[config.mk]
export PLATFORM = sky130hd
export DESIGN_NAME = cache_fill_fsm
export DESIGN_NICKNAME = d
export VERILOG_FILES = /design/src/rtl/cache_fill_fsm_pkg.sv /design/src/rtl/fill_word_counter.sv /design/src/rtl/cache_fill_fsm.sv
export SDC_FILE = /design/constraint.sdc
export NUM_CORES = 1
export LEC_CHECK = 0
export ABC_AREA = 1
export BUFFER_PORTS_ARGS = -buffer_cell sky130_fd_sc_hd__buf_4
export CAP_MARGIN = 20
export CORE_UTILIZATION = 36
export DETAILED_ROUTE_END_ITERATION = 8
export PLACE_DENSITY = 0.76
export SLEW_MARGIN = 20
export SYNTH_ARGS = -nofsm -noshare
export SYNTH_HDL_FRONTEND = slang
export SYNTH_SLANG_ARGS = --single-unit
[constraint.sdc]
create_clock -name clk -period 1.26 [get_ports clk]
set_input_delay 0.189 -clock clk [delete_from_list [all_inputs] [get_ports clk]]
set_output_delay 0.189 -clock clk [all_outputs]
set_load 0.01 [all_outputs]
[src/rtl/cache_fill_fsm_pkg.sv]
// Shared types and field positions for the cache block fill controller.
package cache_fill_fsm_pkg;

    typedef enum logic [1:0] {
        StIdle  = 2'd0,
        StFill  = 2'd1,
        StTagWr = 2'd2
    } fill_state_e;

    localparam int unsigned AddrW     = 16;
    localparam int unsigned TagLsb    = 10;
    localparam int unsigned TagW      = 6;
    localparam int unsigned IndexLsb  = 4;
    localparam int unsigned IndexW    = 6;
    localparam int unsigned OffsetLsb = 1;
    localparam int unsigned OffsetW   = 3;

    localparam int unsigned MetaValid  = 7;
    localparam int unsigned MetaLru    = 6;
    localparam int unsigned MetaTagMsb = 5;
    localparam int unsigned MetaTagLsb = 0;

    function automatic logic [7:0] build_meta(input logic [TagW-1:0] tag);
        logic [7:0] meta;
        meta                         = '0;
        meta[MetaValid]              = 1'b1;
        meta[MetaLru]                = 1'b0;
        meta[MetaTagMsb:MetaTagLsb]  = tag;
        return meta;
    endfunction

endpackage

[src/rtl/fill_word_counter.sv]
// 3-bit word offset counter with parallel load; wraps 7->0 on increment.
module fill_word_counter
    import cache_fill_fsm_pkg::*;
(
    input  logic               clk,
    input  logic               rst,
    input  logic               i_load,
    input  logic [OffsetW-1:0] i_load_val,
    input  logic               i_inc,
    output logic [OffsetW-1:0] o_offset
);

    logic [OffsetW-1:0] r_offset;

    always_ff @(posedge clk) begin
        if (rst) begin
            r_offset <= '0;
        end else if (i_load) begin
            r_offset <= i_load_val;
        end else if (i_inc) begin
            r_offset <= r_offset + OffsetW'(1);
        end
    end

    assign o_offset = r_offset;

endmodule

[src/rtl/cache_fill_fsm.sv]
// Cache miss block fill controller: requests WORDS words, writes them, then writes metadata.
// Optional critical-word-first ordering via CACHE_FILL_CRITICAL_WORD_FIRST_EN.
module cache_fill_fsm
    import cache_fill_fsm_pkg::*;
#(
    parameter int unsigned SETS  = 64,
    parameter int unsigned WORDS = 8
) (
    input  logic              clk,
    input  logic              rst,
    input  logic              miss_detected,
    input  logic [15:0]       miss_address,
    input  logic              memory_data_valid,
    output logic              fsm_busy,
    output logic              mem_read_en,
    output logic [15:0]       memory_address,
    output logic              write_data_array,
    output logic [2:0]        data_word_sel,
    output logic [SETS-1:0]   data_set_enable,
    output logic              meta_write,
    output logic [SETS-1:0]   meta_block_enable,
    output logic [7:0]        meta_data
);

    localparam int unsigned CntW = $clog2(WORDS + 1);

    fill_state_e        r_state;
    fill_state_e        w_state_next;
    logic [TagW-1:0]    r_tag;
    logic [IndexW-1:0]  r_index;
    logic [CntW-1:0]    r_req_cnt;
    logic [CntW-1:0]    r_rcv_cnt;
    logic [OffsetW-1:0] w_req_off;
    logic [OffsetW-1:0] w_rcv_off;
    logic [OffsetW-1:0] w_start_off;
    logic               w_load;
    logic               w_req_fire;
    logic               w_rcv_fire;
    logic               w_rcv_last;
    logic [SETS-1:0]    w_set_onehot;
    logic               w_unused_addr;

`ifdef CACHE_FILL_CRITICAL_WORD_FIRST_EN
    assign w_start_off = miss_address[OffsetLsb +: OffsetW];
`else
    assign w_start_off = '0;
`endif

    assign w_unused_addr = ^miss_address[3:0];

    assign w_load     = (r_state == StIdle) && miss_detected;
    assign w_req_fire = (r_state == StFill) && (r_req_cnt < CntW'(WORDS));
    assign w_rcv_fire = (r_state == StFill) && memory_data_valid;
    assign w_rcv_last = w_rcv_fire && (r_rcv_cnt == CntW'(WORDS - 1));

    always_ff @(posedge clk) begin
        if (rst) begin
            r_state   <= StIdle;
            r_tag     <= '0;
            r_index   <= '0;
            r_req_cnt <= '0;
            r_rcv_cnt <= '0;
        end else begin
            r_state <= w_state_next;
            if (w_load) begin
                r_tag     <= miss_address[TagLsb +: TagW];
                r_index   <= miss_address[IndexLsb +: IndexW];
                r_req_cnt <= '0;
                r_rcv_cnt <= '0;
            end else begin
                if (w_req_fire) r_req_cnt <= r_req_cnt + CntW'(1);
                if (w_rcv_fire) r_rcv_cnt <= r_rcv_cnt + CntW'(1);
            end
        end
    end

    fill_word_counter u_req_counter (
        .clk        (clk),
        .rst        (rst),
        .i_load     (w_load),
        .i_load_val (w_start_off),
        .i_inc      (w_req_fire),
        .o_offset   (w_req_off)
    );

    fill_word_counter u_rcv_counter (
        .clk        (clk),
        .rst        (rst),
        .i_load     (w_load),
        .i_load_val (w_start_off),
        .i_inc      (w_rcv_fire),
        .o_offset   (w_rcv_off)
    );

    always_comb begin
        w_state_next = r_state;
        unique case (r_state)
            StIdle:  if (miss_detected) w_state_next = StFill;
            StFill:  if (w_rcv_last) w_state_next = StTagWr;
            StTagWr: w_state_next = StIdle;
            default: w_state_next = StIdle;
        endcase
    end

    assign w_set_onehot = {{(SETS - 1){1'b0}}, 1'b1} << r_index;

    always_comb begin
        fsm_busy          = 1'b0;
        mem_read_en       = 1'b0;
        memory_address    = '0;
        write_data_array  = 1'b0;
        data_word_sel     = '0;
        data_set_enable   = '0;
        meta_write        = 1'b0;
        meta_block_enable = '0;
        meta_data         = '0;
        if (r_state != StIdle) begin
            fsm_busy          = 1'b1;
            data_set_enable   = w_set_onehot;
            meta_block_enable = w_set_onehot;
        end
        if (w_req_fire) begin
            mem_read_en    = 1'b1;
            memory_address = {r_tag, r_index, w_req_off, 1'b0};
        end
        if (w_rcv_fire) begin
            write_data_array = 1'b1;
            data_word_sel    = w_rcv_off;
        end
        // Valid bit lands only after every data word is in the array.
        if (r_state == StTagWr) begin
            meta_write = 1'b1;
            meta_data  = build_meta(r_tag);
        end
    end

endmodule

==> results.py <==
metrics = {
    "timing": {
        "setup_viol": 182,
        "fin_ws_ns": -0.5019,
        "min_period_ns": 1.762,
        "final-hold-violation-count": 0,
        "grt_setup_unrepaired": "yes",
        "clock_skew_ns": 0.002496,
        "max_freq_mhz": 567.6,
        "final-max-slew-violation-count": 0,
        "finalCritPeriodShare": 1.398,
    },
    "floorplan": {
        "core_sq_mm": 0.006422,
        "die-area_sq_mm": 0.007039,
        "fp.dieH_um": 83.90,
        "ios": 179,
        "floorplan.rows": 29,
        "start_util": 0.3760,
        "die_width_um": 83.90,
    },
    "final_layout": {
        "multiInputGateArea_sq_mm": 0.001807,
        "instances_no_fill": 611,
        "fin_util": 0.7978,
        "diodes": 0,
        "nets": 559,
        "design_area_sq_mm": 0.005124,
        "fill_cells": 362,
        "area_growth_pct": 112.2,
        "regArea_sq_um": 583.1,
        "layout-drive-gt1-share": 0.7603,
    },
    "job": {
        "drv_cap": 0,
    },
    "logic_synthesis": {
        "synth-compound-area-share": 0.05440,
        "yosys.area_share.simple": 0.3648,
        "synth_cells": 359,
        "ys_ff_latch": 28,
        "synth.avg_cell_area_sq_um": 6.727,
        "synth_mux_area_frac": 0,
        "synthXorXnorAreaFrac": 0.003627,
        "synth.distinct_cells": 30,
        "synthAdderAreaFrac": 0.02073,
        "synth_top_family_by_area": "simple AND/OR/NAND/NOR gates",
        "ys_warn_count": 0,
        "netlist_area_sq_mm": 0.002415,
        "ys_seq_area_frac": 0.2321,
    },
    "power_and_ir_drop": {
        "powerDensity_mw_per_mm2": 526.2,
        "leakage_uw": 0.002128,
        "ir_worst_vdd_mv": 0.6920,
        "totalPowerFinal_uw": 2696,
    },
    "placement": {
        "dpl.hpwl_um": 6381,
        "place_ws_ns": -0.1625,
        "numPortBuffers": 172,
        "place_congestion": 0.7574,
        "placed_area_sq_mm": 0.003934,
        "dpl.cell_count": 567,
    },
    "route": {
        "drc_errors": 29,
        "finalWirelength_um": 10370,
        "drtIter0Drc": 200,
        "wire_per_inst_um": 16.98,
        "ant_nets": 0,
        "drt_pass1_iterations": 7,
        "avgViaCountPerCell": 5.108,
        "num_vias": 3121,
    },
    "global_route": {
        "grt.overflow.total": 0,
        "track_usage": 0.2464,
        "grt_pass1_wl_um": 14040,
        "grt_max_degree": 18,
        "antenna_found_initial": 0,
        "grt_pass1_vias": 2875,
    },
    "critical_path": {
        "crit_fanout": 4,
        "cp.required_ns": 1.07,
        "critPathArrivalTime_ns": 1.57,
        "endpoint_kind": "output pin",
        "crit_type": "flip-flop to output pin",
        "startpoint_type": "flip-flop",
    },
    "clocking": {
        "cts_tree": "built",
        "clk_pin_slew_ns": 0.09,
        "h-tree-depth": 1,
        "ctsHoldBuffers": 0,
        "cts-root-buf": "clkbuf_8",
        "clk_latency_ns": 0.27,
        "numCtsBuffers": 3,
        "clock_sinks": 28,
        "clock_path_buffers": 2,
    },
    "worst_hold_path": {
        "hold_class": "input port to flip-flop",
    },
    "status": {
        "outcome": "finished with violations",
        "violations": "DRC, setup timing",
    },
}
final cells by class:
type / instances / share of cell area
Timing Repair Buffer: 254 / 0.4681
Multi-Input combinational cell: 217 / 0.3526
Tap cell: 77 / 0.01880
Inverter: 29 / 0.03248
Clock buffer: 4 / 0.008791
Timing Repair inverter: 2 / 0.005372
Sequential cell: 28 / 0.1138
path summary, 6_finish.rpt:
kind	from	slack, ns	cells after the start	endpoint
setup / recovery	r_index[0]$_SDFFE_PP0P_	-0.50	7	meta_block_enable[31]
hold / removal	rst	0.11	2	r_state[1]$_SDFFE_PP0P_
setup reg to reg	r_state[1]$_SDFFE_PP0P_	-0.24	9	u_rcv_counter.o_offset[1]$_SDFFE_PP0P_
hold reg to reg	r_req_cnt[1]$_SDFFE_PP0P_	0.51	2	r_req_cnt[1]$_SDFFE_PP0P_
routing by layer:
layer	up-vias	global-route usage	routed length [um]
met5	-	0	0
li1	1446	-	-
met4	0	0.07680	245
met2	158	0.4866	5824
met3	28	0.04748	690
met1	1489	0.2583	3611
Yosys cell counts:
library cell  number  area [sq um]
a21oi_1           10         50.05
buf_1              1         3.750
buf_2              8         40.04
buf_4             67         503.0
buf_6             10         112.6
clkbuf_1           1         3.750
clkinv_4           1         8.760
conb_1             1         3.750
dfxtp_1           28         560.5
ha_1               4         50.05
inv_1             21         78.83
inv_2              6         22.52
inv_4              1         6.260
nand2_1           22         82.58
nand2_4            5         56.30
nand3_1           25         125.1
nand3_2            1         10.01
nand3_4            1         17.52
nand4_1           25         156.4
nor2_1            97         364.1
nor2_2             2         12.51
nor2_8             1         20.02
nor3_1             2         10.01
nor3_2             2         20.02
o21ai_0           10         50.05
o21ai_1            3         15.01
o21bai_1           1         7.510
o2bb2ai_1          1         8.760
or2_2              1         6.260
xor2_1             1         8.760
cell families (layout without fill, tap and decap cells):
kind of cell | after synthesis | in the layout
AOI/OAI and AO/OA | 25 | 25
xor gates and xnor gates | 1 | 1
adders and majority gates | 4 | 4
buffers and inverters | 116 | 289
DFF | 28 | 28
other | 1 | 2
and+or+nand+nor | 184 | 185
per-stage QoR:
stage	TNS, ns	hold slack (ns)
final	-66.44	0.1137
after global routing	-80.48	0.09996
after CTS	-53.95	0.08572
after detailed placement	-10.56	0.3861
after global placement	-8.777	0.3911
after floorplan	-1.116	0.2683
registers in the layout, indices dropped and copies added (netlist names):
register                cells
r_index                     6
r_tag                       6
r_rcv_cnt                   4
r_req_cnt                   4
u_rcv_counter.o_offset      3
u_req_counter.o_offset      3
r_state                     2
worst max-delay path, cell delays in order (launching register included):
cell and delay, ns:
dfxtp_4 0.41, inv_6 0.05, buf_4 0.13, nor3_4 0.16
buf_6 0.17, nand3_4 0.10, nor2_4 0.13, buf_4 0.13
cells in the final DEF (no fill, tap or decap), types with 2 or more instances in the layout:
cell,instances
buf_4,146
buf_6,99
nor2_4,56
nor2_2,35
nand4_1,25
dfxtp_1,20
nand2_1,19
inv_1,16
nand3_1,16
nand3_4,9
o21ai_1,9
nor2_1,8
buf_12,8
a21oi_2,7
inv_6,6
nand2_8,5
dfxtp_4,5
ha_1,4
inv_4,3
inv_8,3
a21oi_1,3
nand2_2,3
o21ai_2,3
clkbuf_8,3
dfxtp_2,3
nor3_4,2
nand3_2,2
conb_1,2
repair_timing:
item,in CTS,in global routing
hold endpoints to repair,0,0
setup buffers,26,16
gates resized for setup,121,110
cloned,3,1
endpoints found under the setup margin,154,174
pin swaps,21,30
power breakdown:
group          internal [uW]  switching, uW
logic                    543            672
registers                927           52.8
clock network            227            274
total                   1700            999
Note: power is estimated with default switching activity, not from simulation.
